`src/rtl/down4_sched_pkg.sv`:
```
// down4_sched_pkg
//   Shared definitions for the down4_sched countdown scheduler:
//   - state_t   : scheduler FSM states (IDLE, COUNT, DONE)
//   - NREQ_DEF  : default number of requesters
//   - W_DEF     : default countdown width in bits
package down4_sched_pkg;

  typedef enum logic [1:0] {
    IDLE  = 2'd0,
    COUNT = 2'd1,
    DONE  = 2'd2
  } state_t;

  localparam int NREQ_DEF = 4;
  localparam int W_DEF    = 4;

endpackage

```
`src/rtl/down4_sched_rr_arb.sv`:
```
// rr_arb
//   Combinational round-robin selector. The search starts one position past
//   the last winner and wraps modulo NREQ; the first requester found wins.
// Ports:
//   req      in   NREQ   request vector
//   last     in   IW     index of the previous winner
//   win_oh   out  NREQ   one-hot winner (all-zero when no request)
//   win_idx  out  IW     winner index (0 when no request)
//   any      out  1      at least one request is pending
module rr_arb
  import down4_sched_pkg::*;
#(
  parameter int NREQ = NREQ_DEF,
  parameter int IW   = (NREQ > 1) ? $clog2(NREQ) : 1
) (
  input  logic [NREQ-1:0] req,
  input  logic [IW-1:0]   last,
  output logic [NREQ-1:0] win_oh,
  output logic [IW-1:0]   win_idx,
  output logic            any
);

  logic          found_s;
  logic [IW-1:0] cand_s;

  assign any = |req;

  // Rotating priority scan: candidate k is (last + 1 + k) mod NREQ.
  always_comb begin
    win_oh  = '0;
    win_idx = '0;
    found_s = 1'b0;
    cand_s  = '0;
    for (int k = 0; k < NREQ; k++) begin
      cand_s = IW'((int'(last) + 1 + k) % NREQ);
      if (req[cand_s] && !found_s) begin
        found_s         = 1'b1;
        win_oh[cand_s]  = 1'b1;
        win_idx         = cand_s;
      end else begin
        found_s = found_s;
      end
    end
  end

endmodule

```
`src/rtl/down4_sched.sv`:
```
// down4_sched
//   Shares one countdown resource among NREQ requesters. An idle scheduler
//   grants the next requester in round-robin order, loads Q with that
//   requester's length and counts down to zero, then pulses done for one
//   cycle. Dropping the owner's request mid-count aborts without done.
// Ports:
//   CLK    in   1        clock, rising edge
//   Reset  in   1        asynchronous active-high reset
//   req    in   NREQ     per-requester level request
//   len    in   NREQ*W   per-requester length, slice i = len[i*W +: W]
//   gnt    out  NREQ     one-hot grant (registered)
//   done   out  NREQ     one-cycle completion pulse (registered)
//   busy   out  1        state is not IDLE
//   Q      out  W        current countdown value (registered)
module down4_sched
  import down4_sched_pkg::*;
#(
  parameter int NREQ = NREQ_DEF,
  parameter int W    = W_DEF
) (
  input  logic              CLK,
  input  logic              Reset,
  input  logic [NREQ-1:0]   req,
  input  logic [NREQ*W-1:0] len,
  output logic [NREQ-1:0]   gnt,
  output logic [NREQ-1:0]   done,
  output logic              busy,
  output logic [W-1:0]      Q
);

  localparam int IW = (NREQ > 1) ? $clog2(NREQ) : 1;

  state_t          state_r;
  logic [W-1:0]    q_r;
  logic [NREQ-1:0] gnt_r;
  logic [NREQ-1:0] done_r;
  logic [IW-1:0]   owner_r;
  logic [IW-1:0]   last_r;

  logic [NREQ-1:0] win_oh_s;
  logic [IW-1:0]   win_idx_s;
  logic            any_s;
  logic [W-1:0]    len_sel_s;

  rr_arb #(
    .NREQ (NREQ),
    .IW   (IW)
  ) u_rr_arb (
    .req     (req),
    .last    (last_r),
    .win_oh  (win_oh_s),
    .win_idx (win_idx_s),
    .any     (any_s)
  );

  // Length slice of the current round-robin winner, muxed by its one-hot grant.
  always_comb begin
    len_sel_s = '0;
    for (int i = 0; i < NREQ; i++) begin
      if (win_oh_s[i]) begin
        len_sel_s = len[i*W +: W];
      end else begin
        len_sel_s = len_sel_s;
      end
    end
  end

  // Scheduler FSM with countdown register and registered grant/done outputs.
  // last_r resets to NREQ-1 so the first search after reset starts at 0.
  always_ff @(posedge CLK or posedge Reset) begin
    if (Reset) begin
      state_r <= IDLE;
      q_r     <= '1;
      gnt_r   <= '0;
      done_r  <= '0;
      owner_r <= '0;
      last_r  <= IW'(NREQ - 1);
    end else begin
      case (state_r)
        IDLE: begin
          if (any_s) begin
            // len is sampled only here; later changes do not affect the count
            state_r <= COUNT;
            gnt_r   <= win_oh_s;
            owner_r <= win_idx_s;
            last_r  <= win_idx_s;
            q_r     <= len_sel_s;
          end else begin
            state_r <= IDLE;
          end
        end
        COUNT: begin
          if (!req[owner_r]) begin
            // Abort: Q holds, no done pulse, owner still counts as last winner
            state_r <= IDLE;
            gnt_r   <= '0;
          end else if (q_r == '0) begin
            state_r <= DONE;
            done_r  <= gnt_r;
          end else begin
            q_r <= q_r - W'(1);
          end
        end
        DONE: begin
          state_r <= IDLE;
          gnt_r   <= '0;
          done_r  <= '0;
        end
        default: begin
          state_r <= IDLE;
          gnt_r   <= '0;
          done_r  <= '0;
        end
      endcase
    end
  end

  assign gnt  = gnt_r;
  assign done = done_r;
  assign Q    = q_r;
  assign busy = (state_r != IDLE);

endmodule

```
`config.mk`:
```
export PLATFORM = sky130hd
export DESIGN_NAME = down4_sched
export DESIGN_NICKNAME = d
export VERILOG_FILES = /design/src/rtl/down4_sched_pkg.sv /design/src/rtl/down4_sched_rr_arb.sv /design/src/rtl/down4_sched.sv
export SDC_FILE = /design/constraint.sdc
export NUM_CORES = 1
export LEC_CHECK = 0
export CAP_MARGIN = 20
export CORE_ASPECT_RATIO = 0.5
export CORE_MARGIN = 8
export CORE_UTILIZATION = 54
export CTS_CLUSTER_DIAMETER = 80
export DETAILED_ROUTE_END_ITERATION = 16
export PLACE_DENSITY = 0.84
export SLEW_MARGIN = 20
export SYNTH_ARGS = -nofsm -noshare
export SYNTH_HDL_FRONTEND = slang
export SYNTH_SLANG_ARGS = --single-unit
export TNS_END_PERCENT = 50
```
`constraint.sdc`:
```
create_clock -name CLK -period 5.67 [get_ports CLK]
set_input_delay 1.134 -clock CLK [delete_from_list [all_inputs] [get_ports CLK]]
set_output_delay 1.134 -clock CLK [all_outputs]
set_load 0.02 [all_outputs]
```
==> run metrics <==
status=complete, no violations; # clock sinks=18; PwrDens=652 nW/um2; internal power=between 600 and 700 uW; Worst Reg2Reg Path Length in Cells=8; worst slack, placed=2.11 ns; fmax=297 MHz; final number of setup-violating endpoints=0; Via density=6.50; worst hold path depth=1; Avg Cell Area, Syn=9.04 um2; sw frac=49.2%; dpl hpwl=3400 um; setup ws final=2.31 ns; global-route wire length before repair=6910 um; net count after synthesis=201; largest family of logic cells by synthesized area=compound AO/OA/AOI/OAI gates; Mapped Area=between 1500 and 2000 um2; R2R Setup Slk=2.43 ns; Core Box Area=2650 um2; Placer Congestion=roughly 0.94; cts hold-fix bufs=0; Mapped Cells=171; #FFs+latches synth=18; post-route core utilization=73.2%; Post-DRT Antenna Nets=0; P_sw=623 uW; Starting Density=about 60%; top cells by count, synth=inv_1, dfrtp_1, nor2_1, a31oi_1, nand2_1; cts bufs inserted=3; Setup Fix Bufs, Post-CTS=0; Clk network pwr share=~8%; sequential area share after synthesis=29.6%; Post-synth EDFFs=0; nets=between 200 and 250; DRC violations left=0; top post-synthesis cells by area=dfrtp_1, dfstp_2, ha_1; Vias=1548; All-Layer GR Usage=about 18%; Critical R2R Capture=Q[2]$_DFFE_PP1P_; DRT Pass-1 Iters=6; Port Buffers=34; post-cts sizing count=0; Root Buffer=clkbuf_8; unrepaired setup endpoints after global routing=false; largest net degree at the start of global routing=20; Worst Path Required=5.85 ns; DIE HEIGHT=53.8 um; leakage power=~0.00079 uW; worst skew pair latency=0.25 ns; CP startpoint kind=input pin; CP peak stage delay=just over 0.6 ns; HP Class=flip-flop to flip-flop; critical path class=input pin to flip-flop; Final period util=59.3%; adder-cell share of the synthesized area=6.47%; row count=13; crit path from=req[1]; Crit-path slowest cell=mux4_2; worst-margin pin slew=0.637 ns; final hold violation count=0; fin cells=238; setup tns final=0 ns; Synth-to-Final Area Change=25.5%; vias in the first global route=between 1000 and 1500; Max Cap Violations=0; count leader, synth=inv_1; r2r startpoint=last_r[0]$_DFFE_PP1P_; CP max FO=11; Final min period=3.36 ns; antenna violations before repair=0; skew final=roughly 0.0055 ns; Final Cell Area=1940 um2; Seq pwr share=21.3%; max-slew violations=0; simple-gate share of the synthesized area=14.6%; dominant synthesized flop cell=dfrtp_1; Clock Tree Buf Depth=2; Top Ports=35; Ys Warns=0; Worst EP arrival=3.54 ns; placed instance area=1890 um2; die area=4940 um2; ys async rst share=100%; Synth top area share=19.4%; Max rail drop VDD=between 0.0004 and 0.0005 V; dpl cells=approximately 230; Diodes inserted=0; Setup crit end kind=flip-flop; post-synthesis mux area share=10.6%; layout cells sized above 1=11.9%; CTS tree=yes; crit-path cells=clkdlybuf4s50_1, mux4_2, nor2_1, o211ai_1, and3_1, a311oi_1, o21ai_1; combinational power share=70.4%; Slew HR=about 57%; aggregate global routing overflow=0; post-synth top area cell=dfrtp_1; Synth Area in Compound Gates=between 30% and 40%; # H-tree levels=1; Netlist cell types=43; drt initial violations=approximately 120; final wirelength=4320 um; CTS clk-pin slew, worst paths=0.07 ns; post-synthesis xor/xnor area fraction=0%; CP Capture Point=Q[2]$_DFFE_PP1P_; WL/cell=between 15 and 20 um; chip width=approximately 90 um
## cells by family after synthesis
logic type,count (synthesis)
AOI/OAI and AO/OA,67
and+or+nand+nor,45
buffers and inverters,21
DFF,18
muxes,12
adders and majority gates,8
## power groups by stage
stage / clock [uW] / sequential (uW) / combinational, uW
final: 104 / 270 / 892
after detailed placement: 0 / 271 / 878
after global placement: 0 / 268 / 850
after CTS: 105 / 271 / 879
after floorplan: 0 / 284 / 641
after global routing: 110 / 280 / 973
## worst min path at each step
stage | startpoint | to | slack, ns
after floorplan | owner_r[1]$_DFFE_PP0P_ | owner_r[1]$_DFFE_PP0P_ | 0.47
after global placement | done[2]$_DFFE_PP0P_ | done[2]$_DFFE_PP0P_ | 0.49
after detailed placement | done[0]$_DFFE_PP0P_ | done[0]$_DFFE_PP0P_ | 0.50
after CTS | done[0]$_DFFE_PP0P_ | done[0]$_DFFE_PP0P_ | 0.52
after global routing | done[1]$_DFFE_PP0P_ | done[1]$_DFFE_PP0P_ | 0.53
final | done[2]$_DFFE_PP0P_ | done[2]$_DFFE_PP0P_ | 0.52
## per-stage QoR
stage	hold slack [ns]	power [uW]
after CTS	0.516	1260
after global placement	0.489	1120
after floorplan	0.475	925
final	0.517	1270
after global routing	0.530	1360
after detailed placement	0.497	1150
## layer usage
layer  global-route usage [%]  wire, um
met1                     22.1      1970
met4                     7.24        92
met3                     3.88       244
met5                        0         0
met2                     29.3      2020
## flip-flops by register name, summed over array words and instances, names as in the netlist
signal,flops
Q,4
done,4
gnt,4
last_r,2
owner_r,2
state_r,2
## worst max-delay path, delay by kind of cell
| family | cells | cell delay [ns] |
|---|---|---|
| AND/OR/NAND/NOR | 2 | 0.53 |
| multiplexers | 1 | 0.62 |
| AO/OA/AOI/OAI | 3 | 0.71 |
| buffers and inverters | 1 | 0.56 |
## cell usage in the layout (no fill, tap or decap), types with 2 or more instances in the layout
master,Yosys,layout
a21o_1,3,3
a21oi_1,4,4
a221o_1,3,3
a221oi_2,2,2
a22o_1,7,7
a311oi_1,5,5
a31oi_1,11,11
a32o_1,3,3
and2_1,2,2
and3_1,2,2
clkbuf_8,0,4
clkdlybuf4s50_1,0,34
dfrtp_1,12,12
dfstp_2,6,6
ha_1,8,8
inv_1,13,13
mux2_2,5,5
mux2i_1,4,4
mux4_2,3,3
nand2_1,11,11
nand3_1,3,3
nand4_1,2,2
nor2_1,12,12
nor3_1,4,4
o211ai_1,5,5
o21a_1,2,2
o21ai_0,9,9
o21ai_1,4,4
o31ai_1,4,4
or2_2,2,2
## cell type report
cell class                      instances  area (um2)
Clock buffer                            4        55.1
Fill cell                             195         711
Tap cell                               37        46.3
Timing Repair Buffer                   34         340
Multi-Input combinational cell        132         992
Sequential cell                        18         458
Inverter                               13        48.8
Note: power is estimated with default switching activity, not from simulation.
==> patch 1: new RTL, same settings <==
The package constant `W_DEF` goes from 4 to 6.
--- a/src/rtl/down4_sched_pkg.sv
+++ b/src/rtl/down4_sched_pkg.sv
@@ -12,7 +12,7 @@
   } state_t;
 
   localparam int NREQ_DEF = 4;
-  localparam int W_DEF    = 4;
+  localparam int W_DEF    = 6;
 
 endpackage
 
Interface: changed (resized Q and len); port bits go from 35 to 45. No check against the original RTL was run, so the function may have changed too.
==> patch 1 against the original RTL <==
Synthesized cell count is 22% higher. Setup slack worse by 0.62 ns. Design area is 18% higher. Final cell count is 20% higher. Area after synthesis is 16% higher. Total power is 11% higher. Combinational power is 9.9% higher. Routed wire length is 27% higher. Clock power is 6% higher. Sequential cell count is 2 higher.
==> patch 1: results (changes against the original RTL) <==
GRT
  • Overall routing resource usage: 19.7% (+2.2 points)
  • Largest net degree at the start of global routing: 21 (+5.0%)
  • GR Layer Usage met3: 3.54% (-0.34 points)
  • Vias in the first global route: 1769 (+21%)
  • GRT met1 Usage: 23.9% (+1.8 points)
  • First-pass GRT wire length: 8890 um (+29%)
  • Global-route met2 utilization: 34.4% (+5.2 points)

Floorplanning
  • Die W: 97.7 um (+6.5%)

Logic synthesis
  • Area share of fa/ha/maj cells after synthesis: 6.25% (-0.22 points)
  • Synth unique cells: 50 (+16%)
  • Mux cell area share after synthesis: 11.6% (+1.0 points)
  • Sequential area share after synthesis: 28.4% (-1.3 points)

Placement
  • IO buf count: 44 (+29%)
  • Placed cell areas: 2230 um^2 (+18%)
  • Pre-CTS setup slack: 1.47 ns (-0.637 ns)
  • RePlAce Congestion: 0.852 (-9.2%)
  • Placed Cells: 281 (+20%)

Finish
  • Fillers: 235 (+21%)
  • Layout non-clock buf frac: 19.6% (+2.1 points)
  • Count of multi-input gates: 159 (+20%)
  • Inverters: 17 (+4)
  • # nets final: 285 (+23%)
  • Fraction of area in multi-input gates: 50.6% (-0.50 points)
  • Buffers, non-clock: 45 (+32%)
  • Final clock-cell share: 2.41% (-0.43 points)
  • Seq area share: 22.4% (-1.2 points)

Drt
  • Drt first pass iters: 4 (-2)
  • Wirelength per Cell: 19.2 um (+6.0%)
  • 1st-iter DRT viols: 101 (-19%)

Power and ir drop
  • Max VDD drop: 0.410 mV (+0.97%)
  • Total leakage power: 0.987 nW (+26%)
  • PwrDens: 616 nW/um^2 (-5.6%)

Critical path
  • Worst EP arrival: 4.17 ns (+0.63 ns)
  • Worst R2R Setup Slack: 2.07 ns (-0.36 ns)

Timing
  • Final Skew: 0.00237 ns (-0.00308 ns)
  • Hold WS: 0.500 ns (-0.0174 ns)

Run status
  • Status: completed
==> patch 1: critical path, cell delays in order <==
cell,delay [ns]
clkdlybuf4s50_1,0.60
mux2_2,0.41
or4_1,0.56
a21oi_1,0.30
a221o_1,0.43
mux2_4,0.33
a2111o_1,0.40
==> patch 1: cell families after synthesis <==
| kind of cell | after synthesis |
|---|---|
| fa+ha+maj | 9 |
| compound gates | 70 |
| mux | 16 |
| buf+inv | 29 |
| flops | 20 |
| simple gates | 64 |
==> patch 1: how the worst max path moves through the flow <==
| stage | end | depth (start not counted) |
|---|---|---|
| 2_1_floorplan | Q[2] | 8 |
| 5_1_grt | Q[2] | 7 |
| 6_report | Q[2] | 7 |
| 3_3_place_gp | Q[2] | 7 |
| 3_5_place_dp | Q[2] | 7 |
| 4_1_cts | Q[2] | 7 |
==> patch 1: power breakdown <==
group / internal [mW] / switching, mW / total [mW]
Sequential: 0.231 / 0.0843 / 0.315
Clock: 0.0619 / 0.0483 / 0.110
Combinational: 0.438 / 0.542 / 0.980
==> patch 2: new RTL, same flow settings <==
Made on the original files. Reset style: synchronous (`Reset`), changed in one clocked block. Comments in the files are not updated.
--- a/src/rtl/down4_sched.sv
+++ b/src/rtl/down4_sched.sv
@@ -67,7 +67,7 @@
 
   // Scheduler FSM with countdown register and registered grant/done outputs.
   // last_r resets to NREQ-1 so the first search after reset starts at 0.
-  always_ff @(posedge CLK or posedge Reset) begin
+  always_ff @(posedge CLK) begin
     if (Reset) begin
       state_r <= IDLE;
       q_r     <= '1;
Behaviour: differs if Reset is asserted again (counterexample within 4 cycles, from zero or initial values and one cycle with Reset high); with Reset held inactive, the same outputs for 4 cycles.
==> patch 2 against the original RTL <==
Design area decreased by 2.2%. Area after synthesis decreased by 3.0%. Clock power about the same. Setup slack got worse by 0.38 ns. Synthesized cell count increased by 5.8%. Total power decreased by 26%. Sequential share of layout area decreased by 4.6 points. Global-route usage about the same. Final cell count increased by 4.2%. Sequential cell count unchanged. Routed wire length decreased by 4.3%. Critical endpoint is now Q[1]. Largest cell class unchanged.
==> patch 2: results (changes against the original RTL) <==
Critical path
  • Worst R2R Setup Slack: 1.93 ns (-0.50 ns)
  • Critical path class: reg -> reg
  • R2r startpoint: last_r[0]
  • Slowest stage delay, CP: 0.82 ns (+0.20 ns)
  • Slowest CP cell: dfxtp_1
  • CP Max Fanout: 21 (+10)

Clock tree
  • Maximum clock insertion buffer count: 2 (unchanged)
  • H-tree levels: 1 (unchanged)

GRT
  • GR Layer Usage met3: 4.08% (+0.21 points)
  • Overall routing resource usage: 17.5% (-0.020 points)
  • Largest net degree at the start of global routing: 22 (+10%)
  • First-pass GRT wire length: 6930 um (+0.20%)
  • Vias in the first global route: 1412 (-3.0%)
  • Initial antenna violation count: 0 (unchanged)
  • Global-route met2 utilization: 28.2% (-1.0 points)

Power and ir drop
  • Register share of total power: 23.0% (+1.7 points)
  • Gate power share: 65.9% (-4.5 points)
  • Cell-internal power: 0.504 mW (-22%)

Finish
  • Fraction of layout cells with a size suffix above 1: 9.48% (-2.5 points)
  • Layout non-clock buf frac: 17.9% (+0.39 points)
  • Fillers: 191 (-2.1%)
  • Fraction of area in multi-input gates: 56.2% (+5.0 points)
  • Finished Layout Cells: 248 (+4.2%)
  • Count of multi-input gates: 147 (+11%)
  • Inverters: 8 (-5)

Logic synthesis
  • Post-Syn Nets: 211 (+5.0%)
  • Async S/R FF share, synth: 0% (-100 points)
  • Mapped Cells: 181 (+5.8%)
  • Synth Flop Type: dfxtp_1
  • Synth top area cells: dfxtp_1, ha_1, nor2_1
  • Synth unique cells: 52 (+21%)

Run status
  • Status: completed

Floorplanning
  • Die W: 90.5 um (-1.2%)

Timing
  • Final Skew: 0.00191 ns (-0.00355 ns)
  • Period minus WS final: 3.74 ns (+0.376 ns)
  • Actual slew at the worst max-slew pin: 0.796 ns (+0.159 ns)
  • Hold WS: 0.476 ns (-0.0408 ns)

Placement
  • Placed Cells: 244 (+4.3%)
  • HPWL after detailed placement: 3160 um (-7.1%)
  • Placed cell areas: 1840 um^2 (-2.3%)
  • RePlAce Congestion: 0.904 (-3.5%)

Drt
  • Drt first pass iters: 4 (-2)
  • Post-Route WL: 4130 um (-4.3%)

Min path
  • Worst hold start: done[0]
## patch 2: cell types whose count changed after synthesis, moves of 5 or more
cell	change
dfxtp_1	+18
dfrtp_1	-12
nor2_1	+11
a21oi_1	+9
a31oi_1	-9
dfstp_2	-6
nand2b_1	+6
inv_1	-5
nand3_1	+5
## patch 2: logic make-up after synthesis
kind of cell,Yosys count,share of synthesized area [%]
AOI/OAI and AO/OA,58,29.5
adders and majority gates,8,6.67
buffers and inverters,16,4.92
DFF,18,24.0
muxes,10,9.67
and+or+nand+nor,71,25.2
## patch 2: path summary, 6_finish.rpt
path / endpoint / depth (start not counted)
worst min register to register: done[0] / 1
worst min-delay path: done[0] / 1
worst max register to register: Q[1] / 9
worst max-delay path: Q[1] / 9
## patch 2: metal layers
metal	part of all wire [%]	vias up
met1	47	693
li1	-	759
met5	0	-
met3	6.5	6
met4	1.4	0
met2	45	64
